==> config.mk <==
export PLATFORM = sky130hd
export DESIGN_NAME = fsm_cpu_sender_flat
export DESIGN_NICKNAME = d
export VERILOG_FILES = /design/src/rtl/fsm_cpu_sender_if.sv /design/src/rtl/fsm_cpu_sender.sv /design/src/flat_wrapper.sv
export SDC_FILE = /design/constraint.sdc
export NUM_CORES = 1
export LEC_CHECK = 0
export BUFFER_PORTS_ARGS = -buffer_cell sky130_fd_sc_hd__buf_2
export CORE_MARGIN = 2
export CORE_UTILIZATION = 57
export DETAILED_ROUTE_END_ITERATION = 10
export GPL_TIMING_DRIVEN = 0
export PLACE_DENSITY = 0.84
export SLEW_MARGIN = 20
export SYNTH_ARGS = -nofsm -noshare
export SYNTH_HDL_FRONTEND = slang
export SYNTH_SLANG_ARGS = --single-unit
==> constraint.sdc <==
create_clock -name clk -period 2.9 [get_ports clk]
set_input_delay 0.58 -clock clk [delete_from_list [all_inputs] [get_ports clk]]
set_output_delay 0.58 -clock clk [all_outputs]
set_load 0.05 [all_outputs]
==> src/rtl/fsm_cpu_sender_if.sv <==
// Bus bundle for fsm_cpu_sender: processor valid/ready port plus the
// dado/send/ack peripheral handshake. The master modport is the sender's view.
interface fsm_cpu_sender_if #(
  parameter int unsigned DATA_W = 16
);
  logic [DATA_W-1:0] in_data;
  logic              in_valid;
  logic              in_ready;
  logic [DATA_W-1:0] dado;
  logic [1:0]        send;
  logic [1:0]        ack;

  modport master (
    input  in_data, in_valid, ack,
    output in_ready, dado, send
  );

  modport slave (
    output in_data, in_valid, ack,
    input  in_ready, dado, send
  );
endinterface

==> src/rtl/fsm_cpu_sender.sv <==
// fsm_cpu_sender: buffers processor words in a small FIFO and drives each one
// onto the peripheral bus with a four-phase send/ack handshake.
// Optional handshake-phase timeout is built when FSM_SENDER_TIMEOUT_EN is defined;
// otherwise the FSM waits indefinitely and err is tied low.
module fsm_cpu_sender #(
  parameter int unsigned DATA_W  = 16,
  parameter int unsigned DEPTH   = 4,
  parameter int unsigned TIMEOUT = 255
) (
  input  logic                 clk,
  input  logic                 rst,
  fsm_cpu_sender_if.master     bus,
  output logic                 busy,
  output logic [7:0]           sent_count,
  output logic                 err
);

  localparam int unsigned PW = $clog2(DEPTH);
  localparam int unsigned CW = PW + 1;

  typedef enum logic [1:0] {
    IDLE = 2'd0,
    REQ  = 2'd1,
    REL  = 2'd2
  } state_t;

  state_t            state, state_next;
  logic [DATA_W-1:0] mem [DEPTH];
  logic [PW-1:0]     wr_ptr, rd_ptr;
  logic [CW-1:0]     count;
  logic              push, pop, fifo_empty;
  logic              done, done_count;
  logic [DATA_W-1:0] dado_q;
  logic [1:0]        send_q;

  assign bus.in_ready = (count != CW'(DEPTH));
  assign fifo_empty   = (count == '0);
  assign push         = bus.in_valid && bus.in_ready;
  assign bus.dado     = dado_q;
  assign bus.send     = send_q;
  assign busy         = (state != IDLE) || !fifo_empty;

`ifdef FSM_SENDER_TIMEOUT_EN
  logic [7:0] phase_cnt;
  logic       phase_last;
  logic       tmo, tmo_drop;
  logic       dropped;
  logic       err_q;

  // Timeout fires on the edge at which the phase counter would reach TIMEOUT.
  assign phase_last = (phase_cnt == 8'(TIMEOUT - 1));
  assign err        = err_q;
  // A word abandoned in REQ must not be counted when REL later completes.
  assign done_count = done && !dropped;

  // Phase counter, sticky error and dropped-word marker.
  always_ff @(posedge clk) begin
    if (rst) begin
      phase_cnt <= '0;
      err_q     <= 1'b0;
      dropped   <= 1'b0;
    end else begin
      phase_cnt <= (state_next != state) ? '0 : phase_cnt + 8'd1;
      if (tmo)           err_q   <= 1'b1;
      if (tmo_drop)      dropped <= 1'b1;
      else if (pop)      dropped <= 1'b0;
    end
  end
`else
  logic [31:0] unused_timeout;

  assign unused_timeout = TIMEOUT;
  assign err            = 1'b0;
  assign done_count     = done;
`endif

  // FIFO storage write; contents need no reset.
  always_ff @(posedge clk) begin
    if (push) mem[wr_ptr] <= bus.in_data;
  end

  // FIFO pointers and occupancy.
  always_ff @(posedge clk) begin
    if (rst) begin
      wr_ptr <= '0;
      rd_ptr <= '0;
      count  <= '0;
    end else begin
      if (push) wr_ptr <= wr_ptr + PW'(1);
      if (pop)  rd_ptr <= rd_ptr + PW'(1);
      case ({push, pop})
        2'b10:   count <= count + CW'(1);
        2'b01:   count <= count - CW'(1);
        default: count <= count;
      endcase
    end
  end

  // State register plus registered bus outputs and completion counter.
  always_ff @(posedge clk) begin
    if (rst) begin
      state      <= IDLE;
      send_q     <= 2'b00;
      dado_q     <= '0;
      sent_count <= '0;
    end else begin
      state  <= state_next;
      // send is high exactly while the FSM sits in REQ
      send_q <= (state_next == REQ) ? 2'b01 : 2'b00;
      if (pop)        dado_q     <= mem[rd_ptr];
      if (done_count) sent_count <= sent_count + 8'd1;
    end
  end

  // Next-state logic, FIFO pop and handshake completion.
  always_comb begin
    state_next = state;
    pop        = 1'b0;
    done       = 1'b0;
`ifdef FSM_SENDER_TIMEOUT_EN
    tmo        = 1'b0;
    tmo_drop   = 1'b0;
`endif
    case (state)
      IDLE: begin
        if (!fifo_empty) begin
          pop        = 1'b1;
          state_next = REQ;
        end
      end
      REQ: begin
        if (bus.ack == 2'b01) begin
          state_next = REL;
        end
`ifdef FSM_SENDER_TIMEOUT_EN
        else if (phase_last) begin
          tmo        = 1'b1;
          tmo_drop   = 1'b1;
          state_next = REL;
        end
`endif
      end
      REL: begin
        if (bus.ack == 2'b00) begin
          done = 1'b1;
          if (!fifo_empty) begin
            pop        = 1'b1;
            state_next = REQ;
          end else begin
            state_next = IDLE;
          end
        end
`ifdef FSM_SENDER_TIMEOUT_EN
        else if (phase_last) begin
          tmo        = 1'b1;
          state_next = IDLE;
        end
`endif
      end
      default: state_next = IDLE;
    endcase
  end

endmodule

==> src/flat_wrapper.sv <==
// flat-port wrapper written by rule: the top's interface ports become plain ports
module fsm_cpu_sender_flat 
#(
  parameter int unsigned DATA_W  = 16,
  parameter int unsigned DEPTH   = 4,
  parameter int unsigned TIMEOUT = 255
)
  (clk, rst, busy, sent_count, err, bus_in_data, bus_in_valid, bus_ack, bus_in_ready, bus_dado, bus_send);
  fsm_cpu_sender_if #(.DATA_W(DATA_W)) bus_i ();
  input  logic clk;
  input  logic rst;
  output logic busy;
  output logic [7:0] sent_count;
  output logic err;
  input wire logic [$bits(bus_i.in_data)-1:0] bus_in_data;
  input wire logic [$bits(bus_i.in_valid)-1:0] bus_in_valid;
  input wire logic [$bits(bus_i.ack)-1:0] bus_ack;
  output wire logic [$bits(bus_i.in_ready)-1:0] bus_in_ready;
  output wire logic [$bits(bus_i.dado)-1:0] bus_dado;
  output wire logic [$bits(bus_i.send)-1:0] bus_send;
  assign bus_i.in_data = bus_in_data;
  assign bus_i.in_valid = bus_in_valid;
  assign bus_i.ack = bus_ack;
  assign bus_in_ready = bus_i.in_ready;
  assign bus_dado = bus_i.dado;
  assign bus_send = bus_i.send;
  fsm_cpu_sender #(.DATA_W(DATA_W), .DEPTH(DEPTH), .TIMEOUT(TIMEOUT)) u_core (.clk(clk), .rst(rst), .bus(bus_i), .busy(busy), .sent_count(sent_count), .err(err));
endmodule
==> reports/metrics.yaml, run 1 <==
pwr:
  p_per_area_mw_per_mm2: 986
  vdd_drop_max_mv: 0.575
  pwr-share-clk: 0.219
  power.internal_mw: 2.74
  p_sw_mw: 1.70
  p_comb_frac: 0.364
  p_leak_nw: 1.62
  sw_frac_of_total: 0.383
  total_power_mw: 4.44
  pwr-share-seq: 0.418
synth:
  synth.mux.area_fraction: 0.0995
  yosysWarnings: 0
  synth_area_leaders: "edfxtp_1, dfxtp_1, mux4_2, o31ai_1, a21oi_1"
  yosysTopAreaCell: "edfxtp_1"
  syn-mean-instance-area_um2: 14.5
  synth_top_family_by_area: "multiplexers"
  yosysTopAreaCellShare: 0.487
  synth_cell_type_count: 39
  synth-xor-area-share: 0.00665
  syn-cell-area_mm2: 0.00395
  syn_inst: 273
  ys_seq_area_frac: 0.659
  synthSimpleGateAreaFrac: 0.0868
  synth_seq_cells: 98
  synth_compound_area_frac: 0.0881
  synthAdderAreaFrac: 0.0241
critical_path:
  cp.required_ns: 3.19
  critPathArrivalTime_ns: 2.96
  reg2reg_depth: 10
  crit_fanout: 10
  critPathCaptureType: "register"
  path_class: "input pin to register"
  startpoint_type: "input pin"
cts:
  tritoncts: "yes"
  cts-root-buf: "clkbuf_8"
  clock_sinks: 98
  clockBufferDepth: 2
  cts.clk_slew.worst_paths_ns: 0.09
  cts_hold_buffers: 0
  htreeDepth: 3
  clock_latency_ns: 0.36
  cts_resized: 0
  postCtsSetupRepairBufs: 0
  cts_buffers: 9
placed_design:
  dp_cells: 399
  numPortBuffers: 45
  pre_cts_ws_ns: -0.104
  place_congestion: 0.779
  hpwl_um: 5070
  postPlaceCellArea_mm2: 0.00428
floorplanning:
  die_area_mm2: 0.00761
  rows: 30
  die_h_um: 87.2
  ios: 50
  die_x_um: 87.2
  core_area_mm2: 0.00676
  start_util: 0.585
cells_and_area:
  final_cell_count_no_fill: 415
  drive_gt1_frac: 0.260
  fillers: 474
  fin_nets: 358
  diodes: 0
  postLayoutCellArea_mm2: 0.00450
  fin_util: 0.666
  syn_to_final_growth_pct: 14.0
drt:
  viasPerCell: 6.08
  vias: 2524
  routed_wl_um: 7590
  first_pass_iters: 4
  wl_per_cell_um: 18.3
  drt_iter0_markers: 219
  drtAntennaViolNets: 0
  drc: 0
sta:
  rsz0062_at_grt: "no"
  period_needed_ns: 2.67
  slew_viol_final: 0
  fin_skew_ns: 0.0158
  finalSetupTns_ns: 0
  setup_viol: 0
  maxSlewHeadroom: 0.410
  worst_pin_slew_ns: 0.885
  timing.hold.ws_ns: 0.423
  clock.fmax_mhz: 375
  fin_crit_sh: 0.919
  fin_ws_ns: 0.234
  hold_viol: 0
grt:
  grt_pass1_vias: 2489
  grt_usage: 0.215
  grt_max_degree: 17
  grt_busiest_layer: "met2"
  grt_pass1_wl_um: 12100
  use_met2: 0.357
  grt_use_met3: 0.0474
  use_met1: 0.278
  antenna_found_initial: 0
  grt_remaining_overflow: 0
worst_hold_path:
  min_path_type: "input pin to register"
  holdPathStages: 1
status:
  status: "complete, no violations"
job:
  cap_violations: 0
==> metal layers <==
metal / part of all wire / wire length (µm)
met3: 0.060 / 454
met2: 0.51 / 3840
met4: 0.013 / 99
met5: 0 / 0
met1: 0.42 / 3200
==> path summary, 6_finish.rpt <==
kind,from,slack (ns),to
worst max-delay path,bus_ack[0],0.23,u_core.count[2]
worst min register to register,u_core.bus.dado[5],0.47,u_core.bus.dado[5]
worst min-delay path,bus_in_data[6],0.42,u_core.mem[3][6]
worst max register to register,u_core.state[1],0.28,u_core.count[2]
==> state kept, by name (all words and copies together) (netlist names) <==
register / flops
u_core.wr_ptr: 2
u_core.bus.send: 1
u_core.mem: 64
u_core.state: 2
u_core.count: 3
u_core.sent_count: 8
u_core.bus.dado: 16
u_core.rd_ptr: 2
==> area by class of cell <==
type	instances	area, µm²	area share
Buffer	23	105	0.0233
Clock buffer	11	141	0.0314
Clock inverter	5	82.6	0.0183
Inverter	9	33.8	0.00750
Multi-Input combinational cell	144	1210	0.269
Sequential cell	98	2600	0.578
Tap cell	80	100	0.0222
Timing Repair Buffer	45	225	0.0500
==> worst max-delay path: stages <==
cell and delay [ns]:
buf_2 0.13, o21a_1 0.18, clkbuf_1 0.23, clkbuf_1 0.31
nor3_1 0.26, ha_1 0.21, inv_1 0.06, fa_1 0.38
xor2_1 0.16, or3_1 0.31, a21oi_1 0.14
==> cells by family after synthesis <==
kind of cell    count (synthesis)
fa+ha+maj                       7
simple gates                   57
compound gates                 56
xor+xnor                        3
buf+inv                        32
flops                          98
mux                            19
other cells                     1
==> cells in the mapped netlist, drive strengths merged <==
library cell / instances
a21o: 2
a21oi: 27
and3: 4
buf: 9
clkbuf: 14
clkinv: 1
conb: 1
dfxtp: 34
edfxtp: 64
fa: 1
ha: 6
inv: 8
mux2: 2
mux2i: 1
mux4: 16
nand2: 3
nand3: 3
nand3b: 1
nand4: 18
nor2: 8
nor2b: 2
nor3: 5
nor3b: 1
nor4: 1
o21a: 1
o21ai: 3
o31a: 1
o31ai: 21
o41ai: 1
or3: 4
or3b: 1
or4: 5
or4b: 1
xor2: 3
==> power by group through the flow <==
| stage | combinational [mW] | clock [mW] | sequential, mW |
|---|---|---|---|
| CTS | 1.61 | 0.982 | 1.85 |
| floorplan | 0.868 | 0 | 2.22 |
| global route | 1.74 | 1.04 | 1.87 |
| detailed placement | 1.61 | 0 | 1.88 |
| global placement | 1.55 | 0 | 1.87 |
| finish | 1.61 | 0.971 | 1.85 |
==> placed cells by master, fill, tap and decap left out, types with 2 or more instances in the layout <==
| master | count |
|---|---|
| inv_1 | 8 |
| a21o_1 | 2 |
| or4_1 | 5 |
| nand3_1 | 3 |
| buf_2 | 48 |
| a21oi_1 | 27 |
| inv_6 | 2 |
| nor2_1 | 8 |
| xor2_1 | 3 |
| o31ai_1 | 21 |
| mux4_2 | 16 |
| buf_4 | 2 |
| dfxtp_1 | 34 |
| nand4_1 | 18 |
| conb_1 | 2 |
| edfxtp_1 | 64 |
| nor3_1 | 4 |
| o21ai_0 | 2 |
| nand2_1 | 3 |
| clkbuf_1 | 15 |
| bufinv_16 | 2 |
| clkbuf_8 | 10 |
| or3_1 | 4 |
| and3_1 | 4 |
| ha_1 | 6 |
| nor2b_1 | 2 |
| buf_1 | 3 |
| mux2_2 | 2 |
Note: power is estimated with default switching activity, not from simulation.
==> run 2, diff against run 1 <==
--- a/config.mk
+++ b/config.mk
@@ -6,6 +6,7 @@
 export NUM_CORES = 1
 export LEC_CHECK = 0
 export BUFFER_PORTS_ARGS = -buffer_cell sky130_fd_sc_hd__buf_2
+export CORE_ASPECT_RATIO = 2
 export CORE_MARGIN = 2
 export CORE_UTILIZATION = 57
 export DETAILED_ROUTE_END_ITERATION = 10
==> run 2 against run 1 <==
  * Cell count up 1.7%
  * First-iteration DRC count up 4.1%
  * Setup slack better by 0.023 ns
  * Design area up 1.3%
  * Via count down 0.95%
  * Critical endpoint unchanged
==> reports/metrics.yaml, run 2 (synthesis gave the netlist of run 1 again) <==
drt:
  first_pass_iters: 4  # unchanged
  routed_wl_um: 7580  # -0.13%
  drtAntennaViolNets: 0  # unchanged
  wl_per_cell_um: 18.0  # -1.8%
  vias: 2500  # -0.95%
  drt_iter0_markers: 228  # +4.1%
  drc: 0  # unchanged
  viasPerCell: 5.92  # -2.6%
cts:
  cts_buffers: 9  # unchanged
  clock_latency_ns: 0.33  # -0.03 ns
  cts.clk_slew.worst_paths_ns: 0.06  # -0.03 ns
  cts_hold_buffers: 0  # unchanged
  clock_sinks: 98  # unchanged
  htreeDepth: 3  # unchanged
  clockBufferDepth: 2  # unchanged
  cts_resized: 0  # unchanged
  tritoncts: "yes"
  cts-root-buf: "clkbuf_16"
  postCtsSetupRepairBufs: 0  # unchanged
sta:
  rsz0062_at_grt: "no"
  hold_viol: 0  # unchanged
  clock.fmax_mhz: 378  # +0.88%
  maxSlewHeadroom: 0.415  # +0.00467
  period_needed_ns: 2.64  # -0.0234 ns
  setup_viol: 0  # unchanged
  slew_viol_final: 0  # unchanged
  worst_pin_slew_ns: 0.878  # -0.00700 ns
  fin_crit_sh: 0.911  # -0.00805
  finalSetupTns_ns: 0  # unchanged
  fin_skew_ns: 0.00454  # -0.0113 ns
cells_and_area:
  largest_register: "u_core.mem"
  final_cell_count_no_fill: 422  # +1.7%
  fillers: 521  # +9.9%
  drive_gt1_frac: 0.253  # -0.00669
  fin_nets: 358  # unchanged
  seqCellArea_mm2: 0.00260  # unchanged
  syn_to_final_growth_pct: 15.5
  largest_reg_flops: 64  # unchanged
  diodes: 0  # unchanged
  layout_common_cells: "edfxtp_1, buf_2, dfxtp_1"
  final_common_cell: "edfxtp_1"
  multi_input_area_mm2: 0.00121  # unchanged
placed_design:
  numPortBuffers: 45  # unchanged
  place_congestion: 0.844  # +8.3%
  dp_cells: 409  # +2.5%
  hpwl_um: 5310  # +4.8%
floorplanning:
  rows: 43  # +43%
  die_area_mm2: 0.00765  # +0.53%
  start_util: 0.578  # -0.00653
  core_area_mm2: 0.00683  # +1.1%
  die_x_um: 62.9  # -28%
  ios: 50  # unchanged
  die_h_um: 122  # +40%
critical_path:
  path_class: "input pin to register"
  startpoint_type: "input pin"
  cp.required_ns: 3.17  # -0.02 ns
  worstSetupEndpoint: "u_core.count[2]"
  timing.rr.start: "u_core.state[1]"
  reg2reg_slack_ns: 0.34  # +0.06 ns
  critPathCaptureType: "register"
  r2r_end: "u_core.count[2]"
  reg2reg_depth: 10  # unchanged
  crit_fanout: 10  # unchanged
  critPathArrivalTime_ns: 2.91  # -0.05 ns
  startpoint: "bus_ack[0]"
grt:
  antenna_found_initial: 0  # unchanged
  grt_max_degree: 17  # unchanged
  grt_remaining_overflow: 0  # unchanged
  use_met2: 0.380  # +0.0229
  use_met1: 0.246  # -0.0315
  grt_pass1_vias: 2574  # +3.4%
  grt_busiest_layer: "met2"
  grt_pass1_wl_um: 12400  # +2.0%
  grt_use_met3: 0.0489  # +0.00154
  grt_usage: 0.216  # +0.00170
pwr:
  p_leak_nw: 1.63  # +1.0%
  vdd_drop_max_mv: 0.592  # +3.0%
  p_per_area_mw_per_mm2: 993  # +0.73%
  total_power_mw: 4.53  # +2.1%
worst_hold_path:
  min_path_type: "input pin to register"
status:
  status: "complete, no violations"
job:
  cap_violations: 0  # unchanged
run 2: how the worst min path moves through the flow:
stage                         from  cells past startpoint                   to  slack, ns
6_report            bus_in_data[9]                      1     u_core.mem[3][9]       0.46
5_1_grt             bus_in_data[6]                      1     u_core.mem[1][6]       0.46
4_1_cts            bus_in_data[14]                      1    u_core.mem[2][14]       0.45
3_5_place_dp   u_core.bus.dado[14]                      2  u_core.bus.dado[14]       0.46
3_3_place_gp   u_core.bus.dado[12]                      2  u_core.bus.dado[12]       0.46
2_1_floorplan      u_core.count[2]                      2      u_core.count[2]       0.50
run 2: power breakdown:
group / internal, mW / total (mW) / switching [mW]
combinational: 0.490 / 1.59 / 1.10
clock: 0.647 / 1.08 / 0.438
sequential: 1.74 / 1.86 / 0.120
total: 2.88 / 4.53 / 1.66
run 2: layout make-up:
cell class                      instances  area share
Tap cell                               90      0.0247
Inverter                                9     0.00740
Buffer                                 23      0.0230
Sequential cell                        98       0.570
Clock buffer                            9      0.0494
Multi-Input combinational cell        144       0.266
Timing Repair Buffer                   45      0.0494
Clock inverter                          4      0.0101
run 2: critical path: stages:
cell and delay [ns]:
buf_2 0.13, o21a_1 0.18, clkbuf_1 0.21, clkbuf_1 0.29, nor3_1 0.26, ha_1 0.21, inv_1 0.06, fa_1 0.37
xor2_1 0.16, or3_1 0.31, a21oi_1 0.14
run 2: per-layer routing:
metal	vias up	part of all wire	routed length, µm
li1	1179	-	-
met1	1218	0.37	2840
met2	90	0.55	4190
met3	13	0.051	385
met4	0	0.022	167
met5	-	0	0
run 2: per-stage QoR:
step | utilization | hold WS (ns) | worst slack (ns) | cell area (µm²)
floorplan | - | 0.499 | 0.323 | 3950
global placement | 0.628 | 0.456 | 0.0285 | 4290
detailed placement | 0.628 | 0.465 | -0.0349 | 4290
CTS | 0.668 | 0.449 | 0.272 | 4560
global route | 0.668 | 0.456 | 0.118 | 4560
finish | 0.668 | 0.456 | 0.257 | 4560
